**src/rtl/cache_refill_ctrl_if.sv**
```systemverilog
// rtl/cache_refill_ctrl_if.sv - pipeline, memory and fill bus bundle for the cache refill sequencer
interface cache_refill_ctrl_if #(
    parameter int LINES       = 32,
    parameter int BLOCK_BYTES = 32,
    parameter int ADDR_W      = 32,
    parameter int DATA_W      = 8
);
    localparam int IDX_W = $clog2(LINES);
    localparam int OFF_W = $clog2(BLOCK_BYTES);
    localparam int TAG_W = ADDR_W - IDX_W - OFF_W;
    localparam int BLK_W = DATA_W * BLOCK_BYTES;

    logic              req_valid;
    logic [ADDR_W-1:0] req_addr;
    logic              req_write;
    logic [DATA_W-1:0] req_wdata;
    logic              hit;
    logic              stall;
    logic              mem_req;
    logic [ADDR_W-1:0] mem_addr;
    logic              mem_ack;
    logic              mem_rvalid;
    logic [DATA_W-1:0] mem_rdata;
    logic              fill_we;
    logic [LINES-1:0]  line_sel;
    logic [BLK_W-1:0]  fill_block;
    logic [TAG_W-1:0]  fill_tag;

    modport master (
        input  req_valid, req_addr, req_write, req_wdata, hit,
        input  mem_ack, mem_rvalid, mem_rdata,
        output stall, mem_req, mem_addr,
        output fill_we, line_sel, fill_block, fill_tag
    );

    modport slave (
        output req_valid, req_addr, req_write, req_wdata, hit,
        output mem_ack, mem_rvalid, mem_rdata,
        input  stall, mem_req, mem_addr,
        input  fill_we, line_sel, fill_block, fill_tag
    );
endinterface

```
**src/rtl/cache_refill_ctrl.sv**
```systemverilog
// rtl/cache_refill_ctrl.sv - miss sequencer: stall, fetch block bytewise, write line one-hot
// Optional miss/stall counters are built when REFILL_STATS_EN is defined.
module cache_refill_ctrl #(
    parameter int LINES       = 32,
    parameter int BLOCK_BYTES = 32,
    parameter int ADDR_W      = 32,
    parameter int DATA_W      = 8
) (
    input  logic clk,
    input  logic reset,
    cache_refill_ctrl_if.master bus
`ifdef REFILL_STATS_EN
    ,
    output logic [15:0] miss_count,
    output logic [31:0] stall_cycles
`endif
);
    localparam int IDX_W = $clog2(LINES);
    localparam int OFF_W = $clog2(BLOCK_BYTES);
    localparam int TAG_W = ADDR_W - IDX_W - OFF_W;
    localparam int BLK_W = DATA_W * BLOCK_BYTES;

    typedef enum logic [2:0] {IDLE, REQ, FILL, UPDATE, RESUME} state_t;

    state_t            state;
    logic [ADDR_W-1:0] capAddr;
    logic              capWrite;
    logic [DATA_W-1:0] capWdata;
    logic [OFF_W-1:0]  beatCnt;
    logic [BLK_W-1:0]  blockReg;
    logic [BLK_W-1:0]  nextBlock;
    logic              missNow;
    logic              lastBeat;

    assign missNow    = bus.req_valid & ~bus.hit & (state == IDLE);
    assign bus.stall  = (state != IDLE) | missNow;
    assign lastBeat   = (beatCnt == OFF_W'(BLOCK_BYTES - 1));
    assign bus.fill_block = blockReg;

    // The store byte overrides whatever memory returned for its offset on the final beat.
    always_comb begin
        nextBlock = blockReg;
        nextBlock[int'(beatCnt)*DATA_W +: DATA_W] = bus.mem_rdata;
        if (capWrite && lastBeat)
            nextBlock[int'(capAddr[OFF_W-1:0])*DATA_W +: DATA_W] = capWdata;
    end

    always_ff @(posedge clk or negedge reset) begin
        if (!reset) begin
            state        <= IDLE;
            capAddr      <= '0;
            capWrite     <= 1'b0;
            capWdata     <= '0;
            beatCnt      <= '0;
            blockReg     <= '0;
            bus.mem_req  <= 1'b0;
            bus.mem_addr <= '0;
            bus.fill_we  <= 1'b0;
            bus.line_sel <= '0;
            bus.fill_tag <= '0;
        end else begin
            case (state)
                IDLE: begin
                    if (missNow) begin
                        capAddr      <= bus.req_addr;
                        capWrite     <= bus.req_write;
                        capWdata     <= bus.req_wdata;
                        bus.mem_req  <= 1'b1;
                        bus.mem_addr <= {bus.req_addr[ADDR_W-1:OFF_W], {OFF_W{1'b0}}};
                        state        <= REQ;
                    end
                end
                REQ: begin
                    if (bus.mem_ack) begin
                        bus.mem_req <= 1'b0;
                        beatCnt     <= '0;
                        state       <= FILL;
                    end
                end
                FILL: begin
                    if (bus.mem_rvalid) begin
                        blockReg <= nextBlock;
                        beatCnt  <= beatCnt + 1'b1;
                        if (lastBeat) begin
                            bus.fill_we  <= 1'b1;
                            bus.line_sel <= LINES'(1) << capAddr[OFF_W +: IDX_W];
                            bus.fill_tag <= capAddr[ADDR_W-1 -: TAG_W];
                            state        <= UPDATE;
                        end
                    end
                end
                UPDATE: begin
                    bus.fill_we  <= 1'b0;
                    bus.line_sel <= '0;
                    state        <= RESUME;
                end
                RESUME:  state <= IDLE;
                default: state <= IDLE;
            endcase
        end
    end

`ifdef REFILL_STATS_EN
    always_ff @(posedge clk or negedge reset) begin
        if (!reset) begin
            miss_count   <= '0;
            stall_cycles <= '0;
        end else begin
            if (missNow && miss_count != 16'hFFFF)
                miss_count <= miss_count + 16'd1;
            if (bus.stall && stall_cycles != 32'hFFFF_FFFF)
                stall_cycles <= stall_cycles + 32'd1;
        end
    end
`endif
endmodule

```
**src/flat_wrapper.sv**
```systemverilog
// flat-port wrapper written by rule: the top's interface ports become plain ports
module cache_refill_ctrl_flat 
#(
    parameter int LINES       = 32,
    parameter int BLOCK_BYTES = 32,
    parameter int ADDR_W      = 32,
    parameter int DATA_W      = 8
)
  (clk, reset, bus_req_valid, bus_req_addr, bus_req_write, bus_req_wdata, bus_hit, bus_mem_ack, bus_mem_rvalid, bus_mem_rdata, bus_stall, bus_mem_req, bus_mem_addr, bus_fill_we, bus_line_sel, bus_fill_block, bus_fill_tag);
  cache_refill_ctrl_if #(.LINES(LINES), .BLOCK_BYTES(BLOCK_BYTES), .ADDR_W(ADDR_W), .DATA_W(DATA_W)) bus_i ();
  input  logic clk;
  input  logic reset;
  input wire logic [$bits(bus_i.req_valid)-1:0] bus_req_valid;
  input wire logic [$bits(bus_i.req_addr)-1:0] bus_req_addr;
  input wire logic [$bits(bus_i.req_write)-1:0] bus_req_write;
  input wire logic [$bits(bus_i.req_wdata)-1:0] bus_req_wdata;
  input wire logic [$bits(bus_i.hit)-1:0] bus_hit;
  input wire logic [$bits(bus_i.mem_ack)-1:0] bus_mem_ack;
  input wire logic [$bits(bus_i.mem_rvalid)-1:0] bus_mem_rvalid;
  input wire logic [$bits(bus_i.mem_rdata)-1:0] bus_mem_rdata;
  output wire logic [$bits(bus_i.stall)-1:0] bus_stall;
  output wire logic [$bits(bus_i.mem_req)-1:0] bus_mem_req;
  output wire logic [$bits(bus_i.mem_addr)-1:0] bus_mem_addr;
  output wire logic [$bits(bus_i.fill_we)-1:0] bus_fill_we;
  output wire logic [$bits(bus_i.line_sel)-1:0] bus_line_sel;
  output wire logic [$bits(bus_i.fill_block)-1:0] bus_fill_block;
  output wire logic [$bits(bus_i.fill_tag)-1:0] bus_fill_tag;
  assign bus_i.req_valid = bus_req_valid;
  assign bus_i.req_addr = bus_req_addr;
  assign bus_i.req_write = bus_req_write;
  assign bus_i.req_wdata = bus_req_wdata;
  assign bus_i.hit = bus_hit;
  assign bus_i.mem_ack = bus_mem_ack;
  assign bus_i.mem_rvalid = bus_mem_rvalid;
  assign bus_i.mem_rdata = bus_mem_rdata;
  assign bus_stall = bus_i.stall;
  assign bus_mem_req = bus_i.mem_req;
  assign bus_mem_addr = bus_i.mem_addr;
  assign bus_fill_we = bus_i.fill_we;
  assign bus_line_sel = bus_i.line_sel;
  assign bus_fill_block = bus_i.fill_block;
  assign bus_fill_tag = bus_i.fill_tag;
  cache_refill_ctrl #(.LINES(LINES), .BLOCK_BYTES(BLOCK_BYTES), .ADDR_W(ADDR_W), .DATA_W(DATA_W)) u_core (.clk(clk), .reset(reset), .bus(bus_i));
endmodule
```
**config.mk**
```make
export PLATFORM = sky130hd
export DESIGN_NAME = cache_refill_ctrl_flat
export DESIGN_NICKNAME = d
export VERILOG_FILES = /design/src/rtl/cache_refill_ctrl_if.sv /design/src/rtl/cache_refill_ctrl.sv /design/src/flat_wrapper.sv
export SDC_FILE = /design/constraint.sdc
export NUM_CORES = 1
export LEC_CHECK = 0
export CELL_PAD_IN_SITES_DETAIL_PLACEMENT = 1
export CELL_PAD_IN_SITES_GLOBAL_PLACEMENT = 1
export CORE_MARGIN = 2
export CORE_UTILIZATION = 40
export CTS_CLUSTER_DIAMETER = 30
export DETAILED_ROUTE_END_ITERATION = 10
export PLACE_DENSITY_LB_ADDON = 0.1
export SLEW_MARGIN = 30
export SYNTH_ARGS = -nofsm -noshare
export SYNTH_HDL_FRONTEND = slang
export SYNTH_SLANG_ARGS = --single-unit
```
**constraint.sdc**
```tcl
create_clock -name clk -period 4.61 [get_ports clk]
set_clock_uncertainty 0.1 [all_clocks]
set_input_delay 0.922 -clock clk [delete_from_list [all_inputs] [get_ports clk]]
set_output_delay 0.922 -clock clk [all_outputs]
set_load 0.01 [all_outputs]
```
==> impl_results.md, run 1 <==
* Status: finished clean
* Max stage delay cell, worst path: a211oi_1
* Antenna diode count at 0
* Total GRT Usage at 0.348
* Max clock buf depth at 3
* Core Footprint at 46400 um^2
* CTS tree: yes
* Vias at 18400
* Share of cells above drive strength 1 at 0.192
* CP most frequent cell: ha_1
* EDFF count, synth at 0
* Mapped cell area at 18700 um^2
* Top cell type's share of synthesized area at 0.482
* Post-route insts no fill at between 2000 and 3000
* CP endpoint kind: flip-flop
* Cell taking the most area after synthesis: dfrtp_1
* Largest net degree at the start of global routing at a little under 100
* Lkg Pwr at 11.2 nW
* Initial antenna violation count at 0
* Final worst path period share at 0.859
* Worst r2r dst: u_core.bus.fill_block[228]$_DFFE_PN0P_
* Most common cell after layout, fill and taps aside: clkdlybuf4s50_1
* Final min period at about 4000 ps
* #FFs+latches synth at 361
* Final WS setup at about 650 ps
* CP cell instances: inv_1 -> ha_1 -> nand2b_1 -> nor2_1 -> ha_1 -> or3_1 -> a211oi_1 -> nand3_2 -> a21boi_4 -> a221oi_1
* DRT Wirelength at 84.9 mm
* IO buf count at roughly 390
* PD cells at ~650 nW/um^2
* First-pass GRT wire length at 126 mm
* Initial Utilization at 0.404
* Post-synthesis average cell area at between 10 and 15 um^2
* Worst hold-check path type: in -> async
* Clk slew on worst S/H paths at roughly 40 ps
* Row cnt at 79
* Die area at approximately 49000 um^2
* Worst vdd ir at around 660 uV
* Max incr delay on CP at about 630 ps
* Post-route ant nets at 0
* Reg2reg setup slack at around 650 ps
* Setup tns final at 0 ps
* RSZ-0062 raised after global routing: no
* Top_reg_cell synth: dfrtp_1
* Most frequent cells in the layout: clkdlybuf4s50_1, dfrtp_1, nand2_1
* Max Clock Freq at between 200 and 300 MHz
* Clock latency on the worst-skew pair at roughly 630 ps
* Number of H-tree levels at 3
* CP required at 4990 ps
* Max Cap Viol at 0
* Placed Cells at between 2000 and 3000
* Critical path type: reg -> reg
* DR DRC count at 0
* DR WL/cell at 28.9 um
* Slew Viols, Final at 0
* DRT iter0 DRCs at between 1500 and 2000
* Largest fanout on the critical path at 10
* Cts bufs inserted at 89
* Critical Path AT at ~4300 ps
* Reg2reg start: u_core.beatCnt[1]$_DFFE_PN0P_
* Vias in the first global route at roughly 20000
* Area grow syn2layout at 42.0%
* Post-CTS Resized at 0
* Async set-reset flop share out of synthesis at 1.00
* Startpoint Class: flip-flop
* Slew headroom at 0.313
* Cells after Synth at 1844
* Vias/cell at approximately 6.3
* Synth warn at 0
* CTS Hold Bufs at 0
* Clk sink count at 361
* Crit path to: u_core.bus.fill_block[228]$_DFFE_PN0P_
* Area contributors post-synth: dfrtp_1, o221a_2, mux2_2
* Reg2Reg Depth at 10
* Die Y-Extent at 220 um
* Tot Pwr at ~17 mW
* Register area share after synthesis at 0.482
* IO Count at 400
* Core Util, Final at 0.574
* GRT overflow at 0
* Place WS at between 600 and 700 ps
* Clock root cell: clkbuf_16
* Routability cong. at just under 1
* Synth cell types at 88
* Worst Max-Slew Pin Slew at roughly 1000 ps
* Hold Vio Cnt, Final at 0
* TritonRoute pass-1 iters at 6
* Dpl hpwl at slightly below 60 mm
* Final Setup Violations at 0
* Die X at 220 um
* CP Launch Point: u_core.beatCnt[1]$_DFFE_PN0P_
* Post-CTS Setup Inserts at 0
* Total Nets Final at 2321
per-layer routing:
layer / GRT usage / part of all wire
met4: 0.176 / 0.048
met5: 0 / 0
met3: 0.0764 / 0.075
met2: 0.556 / 0.47
met1: 0.445 / 0.41
area by class of cell:
cell class / instances / area (um^2)
fill: 4900 / 19800
sequential: 361 / 9030
multi-input combinational: 1229 / 8670
timing repair buffer: 482 / 4630
clock buffer: 116 / 2500
tap: 607 / 759
clock inverter: 48 / 643
inverter: 97 / 364
worst max-delay path, delay by kind of cell (launching register included):
family	cells	cell delay (ps)
AOI/OAI and AO/OA	3	1320
and+or+nand+nor	4	1060
adders and majority gates	2	600
DFF	1	590
buffers and inverters	1	150
cells by family after synthesis:
| kind of cell | share of synthesized area |
|---|---|
| muxes | 0.0403 |
| xor gates and xnor gates | 0.00274 |
| and+or+nand+nor | 0.162 |
| DFF | 0.482 |
| buffers and inverters | 0.0615 |
| AOI/OAI and AO/OA | 0.248 |
| other | 0.000200 |
| adders and majority gates | 0.00401 |
Yosys cell counts, types with 7 or more instances:
cell / n
nor4b_1: 9
a21oi_1: 101
nand4_1: 11
buf_4: 38
and2_1: 15
o211a_1: 8
inv_1: 97
a211o_1: 32
a222oi_1: 37
nand2_1: 142
nor3b_1: 10
o221a_2: 78
dfrtp_1: 361
o31ai_1: 11
nor4_1: 10
o21ai_1: 11
o22ai_1: 10
buf_2: 27
a221o_1: 17
nor3_1: 109
nand2b_1: 15
o211ai_1: 10
nor4_2: 9
clkbuf_1: 89
a21o_1: 11
and3_1: 9
a22o_1: 33
a221oi_1: 55
mux2_2: 65
nor2b_1: 11
a211oi_1: 65
and3b_1: 7
nand3_1: 57
or3_1: 9
nor2_1: 134
o21ai_0: 26
flip-flops by register name (all words and copies together) (netlist names):
| register | flops |
|---|---|
| u_core.bus.fill_we | 1 |
| u_core.bus.mem_req | 1 |
| u_core.bus.fill_block | 256 |
| u_core.bus.mem_addr | 1 |
| u_core.bus.fill_tag | 22 |
| u_core.capWdata | 8 |
| u_core.bus.line_sel | 32 |
| u_core.beatCnt | 5 |
| u_core.state | 3 |
| u_core.capAddr | 31 |
| u_core.capWrite | 1 |
per-stage QoR:
step	hold slack, ps	cell area [um^2]
after floorplan	398	18800
after global routing	310	26600
final	255	26600
after detailed placement	373	23400
after global placement	362	23400
after CTS	278	26600
report_power, final:
part / switching [mW] / total, mW / leakage, nW / internal (mW)
logic: 4.14 / 6.39 / 5.05 / 2.25
clock network: 2.03 / 6.56 / 1.55 / 4.53
registers: 0.598 / 4.39 / 4.56 / 3.79
worst min path at each step:
stage | endpoint | cells past startpoint
finish | u_core.bus.fill_block[89]$_DFFE_PN0P_ | 1
global placement | u_core.bus.fill_we$_DFFE_PN0P_ | 1
floorplan | u_core.bus.fill_tag[0]$_DFFE_PN0P_ | 1
CTS | u_core.bus.fill_block[220]$_DFFE_PN0P_ | 1
global route | u_core.bus.fill_block[217]$_DFFE_PN0P_ | 1
detailed placement | u_core.bus.fill_we$_DFFE_PN0P_ | 1
Power figures use the tool's default switching activity.
==> run 2, diff against run 1 <==
--- a/config.mk
+++ b/config.mk
@@ -11,6 +11,7 @@
 export CORE_UTILIZATION = 40
 export CTS_CLUSTER_DIAMETER = 30
 export DETAILED_ROUTE_END_ITERATION = 10
+export MAX_ROUTING_LAYER = met4
 export PLACE_DENSITY_LB_ADDON = 0.1
 export SLEW_MARGIN = 30
 export SYNTH_ARGS = -nofsm -noshare
==> impl_results.md, run 2 (synthesis gave the netlist of run 1 again) <==
* Status: finished clean
* Vias at 18700 (+1.4%)
* Max Cap Viol at 0 (unchanged)
* TritonRoute pass-1 iters at 8 (+2)
* Tot Pwr at 17.7 mW (+2.0%)
* CTS Hold Bufs at 0 (unchanged)
* Worst Max-Slew Pin Slew at 962 ps (-68.6 ps)
* Post-CTS Setup Inserts at 0 (unchanged)
* GRT overflow at 0 (unchanged)
* Clock latency on the worst-skew pair at 640 ps (about the same)
* Area grow syn2layout at 42.7%
* IO Count at 400 (unchanged)
* Vias in the first global route at 19600 (-0.18%)
* Sw Ratio at 0.389 (-0.00120)
* CTS tree: yes
* Max incr delay on CP at 620 ps (about the same)
* Largest register FFs at 256 (unchanged)
* Die X at 220 um (unchanged)
* Slew Viols, Final at 0 (unchanged)
* Post-route ant nets at 0 (unchanged)
* Die Y-Extent at 220 um (unchanged)
* Share of cells above drive strength 1 at 0.193 (+0.00189)
* NetSw at 6.88 mW (+1.6%)
* Hold Vio Cnt, Final at 0 (unchanged)
* Largest fanout on the critical path at 14 (+4)
* IO buf count at 394 (unchanged)
* DR DRC count at 0 (unchanged)
* DRT iter0 DRCs at 1970 (+14%)
* Vias/cell at 6.34 (+1.3%)
* Final min period at 3940 ps (-18.0 ps)
* Max clock buf depth at 3 (unchanged)
* First-pass GRT wire length at 128 mm (+1.1%)
* Critical path buffer and inverter count at 2 (+1)
* Placed Cells at 2778 (+0.072%)
* PD cells at 661 nW/um^2 (+1.4%)
* Most frequent cells in the layout: clkdlybuf4s50_1, dfrtp_1, nand2_1
* Max Clock Freq at 254 MHz (+0.46%)
* Register share of total power at 0.248 (-0.005)
* Crit path max-delay family: simple AND/OR/NAND/NOR gates
* Initial Utilization at 0.404 (unchanged)
* Comb power frac at 0.366 (-0.003)
* Final worst path period share at 0.855 (-0.00391)
* RSZ-0062 raised after global routing: no
* DRT Wirelength at 86.3 mm (+1.6%)
* DR WL/cell at 29.3 um (+1.5%)
* Die area at 48600 um^2 (unchanged)
* Startpoint Class: flip-flop
* CP required at 5020 ps (+30 ps)
* Core Footprint at 46400 um^2 (unchanged)
* Total Nets Final at 2322 (+0.043%)
* Critical Path AT at 4350 ps (about the same)
* Core Util, Final at 0.577 (+0.00302)
* Clk slew on worst S/H paths at 40 ps (about the same)
* Critical path type: reg -> reg
* Clock power frac at 0.386 (+0.008)
* CP most frequent cell: ha_1
* Number of H-tree levels at 3 (unchanged)
* Cts bufs inserted at 88 (-1.1%)
* Most common cell after layout, fill and taps aside: clkdlybuf4s50_1
* Clock root cell: clkbuf_16
* Lkg Pwr at 11.2 nW (+0.22%)
* Setup tns final at 0 ps (unchanged)
* Worst hold-check path type: in -> async
* Max stage delay cell, worst path: nand3b_1
* CP endpoint kind: flip-flop
* CP cell instances: inv_1 -> ha_1 -> nand2b_1 -> nor2_1 -> ha_1 -> nand3b_1 -> nor3_2 -> buf_4 -> and3_1 -> nor3_1 -> a221oi_1
* Total GRT Usage at 0.364 (+0.0164)
* Post-route insts no fill at 2944 (+0.14%)
* Dpl hpwl at 59.2 mm (-0.25%)
* Initial antenna violation count at 1 (+1)
* Largest net degree at the start of global routing at 101 (+2.0%)
* Slew headroom at 0.354 (+0.0408)
* Routability cong. at 0.967 (+0.53%)
* Final Setup Violations at 0 (unchanged)
* Row cnt at 79 (unchanged)
* Internal cell power at 10.8 mW (+2.2%)
* Clk sink count at 361 (unchanged)
* Post-CTS Resized at 0 (unchanged)
* Worst vdd ir at 426 uV (-35%)
[run 2: final timing paths]
check | endpoint | start | cells after the start | slack [ps]
min | u_core.bus.fill_block[217]$_DFFE_PN0P_ | reset | 1 | 260
max in group asynchronous | u_core.bus.fill_block[163]$_DFFE_PN0P_ | reset | 2 | 3090
max | u_core.bus.fill_block[157]$_DFFE_PN0P_ | u_core.capAddr[1]$_DFFE_PN0P_ | 11 | 670
max reg2reg | u_core.bus.fill_block[157]$_DFFE_PN0P_ | u_core.capAddr[1]$_DFFE_PN0P_ | 11 | 670
min in group clk | u_core.bus.fill_block[66]$_DFFE_PN0P_ | u_core.bus.fill_block[66]$_DFFE_PN0P_ | 1 | 390
min reg2reg | u_core.bus.fill_block[66]$_DFFE_PN0P_ | u_core.bus.fill_block[66]$_DFFE_PN0P_ | 1 | 390
[run 2: stage by stage]
step,setup WS [ps],cell area [um^2],hold WS [ps]
after floorplan,1240,18800,398
after global placement,678,23400,362
after detailed placement,666,23400,369
after CTS,770,26700,306
after global routing,403,26700,330
final,670,26700,265
[run 2: cell type report]
type | instances | area, um^2
multi-input combinational | 1229 | 8670
clock buffer | 110 | 2430
sequential | 361 | 9030
antenna | 1 | 2.50
inverter | 97 | 364
tap | 607 | 759
timing repair buffer | 484 | 4650
fill | 4873 | 19600
clock inverter | 55 | 836
[run 2: metal layers]
layer | part of all wire | track usage | up-vias | routed length [um]
met5 | 0 | - | - | 0
met4 | 0.040 | 0.146 | 0 | 3410
met3 | 0.076 | 0.0751 | 213 | 6520
met2 | 0.48 | 0.578 | 901 | 41500
met1 | 0.40 | 0.456 | 9690 | 34800
li1 | - | - | 7859 | -
[run 2: power by group through the flow]
stage	logic (mW)	registers, mW	clock network (mW)
4_1_cts	6.31	4.38	6.86
5_1_grt	6.74	4.45	7.04
3_3_place_gp	6.15	4.38	0
3_5_place_dp	6.23	4.40	0
2_1_floorplan	3.31	4.36	0
6_report	6.47	4.38	6.82
==> run 3, diff against run 2 <==
--- a/config.mk
+++ b/config.mk
@@ -13,6 +13,7 @@
 export DETAILED_ROUTE_END_ITERATION = 10
 export MAX_ROUTING_LAYER = met4
 export PLACE_DENSITY_LB_ADDON = 0.1
+export RECOVER_POWER = 100
 export SLEW_MARGIN = 30
 export SYNTH_ARGS = -nofsm -noshare
 export SYNTH_HDL_FRONTEND = slang
==> impl_results.md, run 3 (synthesis gave the netlist of run 1 again) <==
* Status: finished with violations
* Failing checks: capacitance limit, slew limit
* Max Clock Freq at 230 MHz (-9.4%)
* Post-route ant nets at 0 (unchanged)
* Startpoint Class: flip-flop
* Place WS at 666 ps (unchanged)
* Clk slew on worst S/H paths at 50 ps (about the same)
* Initial Utilization at 0.404 (unchanged)
* Post-route insts no fill at 2947 (+0.10%)
* Sw Ratio at 0.392 (+0.00279)
* Routability cong. at 0.967 (unchanged)
* Placed Cells at 2778 (unchanged)
* PD cells at 655 nW/um^2 (-0.86%)
* Setup tns final at 0 ps (unchanged)
* CP endpoint kind: flip-flop
* Number of H-tree levels at 3 (unchanged)
* Largest register FFs at 256 (unchanged)
* Most frequent cells in the layout: dfrtp_1, dlygate4sd3_1, nand2_1
* Vias at 18600 (-0.28%)
* CP Launch Point: u_core.beatCnt[1]$_DFFE_PN0P_
* Hold WS at 375 ps (+111 ps)
* Max Cap Viol at 2 (+2)
* Register share of total power at 0.250 (+0.002)
* Vias/cell at 6.32 (-0.38%)
* Lkg Pwr at 11.7 nW (+4.6%)
* Slew headroom at -0.959 (-1.31)
* Total GRT Usage at 0.364 (unchanged)
* Internal cell power at 10.6 mW (-1.9%)
* Placed cell areas at 23400 um^2 (unchanged)
* Clk sink count at 361 (unchanged)
* CP required at 5010 ps (about the same)
* Comb power frac at 0.358 (-0.008)
* Critical Path AT at 4750 ps (+400 ps)
* Post-CTS Resized at 0 (unchanged)
* Total Nets Final at 2322 (unchanged)
* Worst vdd ir at 415 uV (-2.7%)
* DR DRC count at 0 (unchanged)
* Tot Pwr at 17.4 mW (-1.5%)
* Largest fanout on the critical path at 28 (+14)
* Final WS setup at 260 ps (-410 ps)
* Most common cell after layout, fill and taps aside: dfrtp_1
* NetSw at 6.83 mW (-0.76%)
* GRT overflow at 0 (unchanged)
* Post-CTS Setup Inserts at 0 (unchanged)
* Hold Vio Cnt, Final at 0 (unchanged)
* Slew Viols, Final at 140 (+140)
* Final min period at 4350 ps (+410 ps)
* DRT Wirelength at 86.4 mm (about the same)
* TritonRoute pass-1 iters at 5 (-3)
* Die area at 48600 um^2 (unchanged)
* Post-route cell area at 26600 um^2 (-0.60%)
* Critical path type: reg -> reg
* Initial antenna violation count at 4 (+3)
* Vias in the first global route at 19600 (unchanged)
* Final worst path period share at 0.944 (+0.0889)
* Final Setup Violations at 0 (unchanged)
* Dpl hpwl at 59.2 mm (unchanged)
* Area grow syn2layout at 41.9%
* DR WL/cell at 29.3 um (about the same)
* Worst hold-check path type: reg -> reg
* Cts bufs inserted at 88 (unchanged)
* CTS tree: yes
* CTS Hold Bufs at 0 (unchanged)
* Die Y-Extent at 220 um (unchanged)
* Clock root cell: clkbuf_16
* Clock power frac at 0.392 (+0.006)
* Core Util, Final at 0.573 (-0.00348)
* Clock latency on the worst-skew pair at 640 ps (about the same)
* Die X at 220 um (unchanged)
* DRT iter0 DRCs at 1926 (-2.2%)
* Worst Max-Slew Pin Slew at 2940 ps (+1980 ps)
* Row cnt at 79 (unchanged)
* Reg2reg start: u_core.beatCnt[1]$_DFFE_PN0P_
* Hold Startpoint: u_core.bus.fill_block[66]$_DFFE_PN0P_
* IO buf count at 394 (unchanged)
* RSZ-0062 raised after global routing: no
* IO Count at 400 (unchanged)
* Largest net degree at the start of global routing at 101 (unchanged)
* First-pass GRT wire length at 128 mm (unchanged)
* Core Footprint at 46400 um^2 (unchanged)
* Max clock buf depth at 3 (unchanged)
* Share of cells above drive strength 1 at 0.182 (-0.0116)
## run 3: final cells by class
type / instances / area [um^2]
Antenna cell: 4 / 10.0
Clock buffer: 110 / 2430
Clock inverter: 55 / 836
Fill cell: 4901 / 19800
Inverter: 97 / 364
Multi-Input combinational cell: 1229 / 8570
Sequential cell: 361 / 9030
Tap cell: 607 / 759
Timing Repair Buffer: 484 / 4590
## run 3: layer usage
| layer | wire [um] | global-route usage | up-vias |
|---|---|---|---|
| li1 | - | - | 7854 |
| met1 | 34700 | 0.456 | 9626 |
| met2 | 41400 | 0.578 | 906 |
| met3 | 6740 | 0.0751 | 225 |
| met4 | 3510 | 0.146 | 0 |
| met5 | 0 | - | - |
## run 3: power groups by stage
stage | clock [mW] | combinational, mW | sequential [mW]
3_3_place_gp | 0 | 6.15 | 4.38
3_5_place_dp | 0 | 6.23 | 4.40
5_1_grt | 7.04 | 6.51 | 4.42
6_report | 6.82 | 6.24 | 4.35
4_1_cts | 6.86 | 6.31 | 4.38
2_1_floorplan | 0 | 3.31 | 4.36
## run 3: worst paths after layout
path / end / slack (ps) / depth (start not counted)
min in group asynchronous: u_core.bus.fill_block[217]$_DFFE_PN0P_ / 1100 / 1
max reg2reg: u_core.bus.fill_block[60]$_DFFE_PN0P_ / 260 / 9
max in group asynchronous: u_core.bus.fill_block[180]$_DFFE_PN0P_ / 1010 / 2
min reg2reg: u_core.bus.fill_block[66]$_DFFE_PN0P_ / 380 / 1
min: u_core.bus.fill_block[66]$_DFFE_PN0P_ / 380 / 1
max: u_core.bus.fill_block[60]$_DFFE_PN0P_ / 260 / 9
## run 3: critical path, cell delays in order, from the launching register on
cell	delay, ps
dfrtp_1	600
ha_1	320
and3_1	200
ha_1	370
and2_1	210
buf_4	320
o31ai_1	350
nor4_1	890
o21ai_1	390
a222oi_1	480
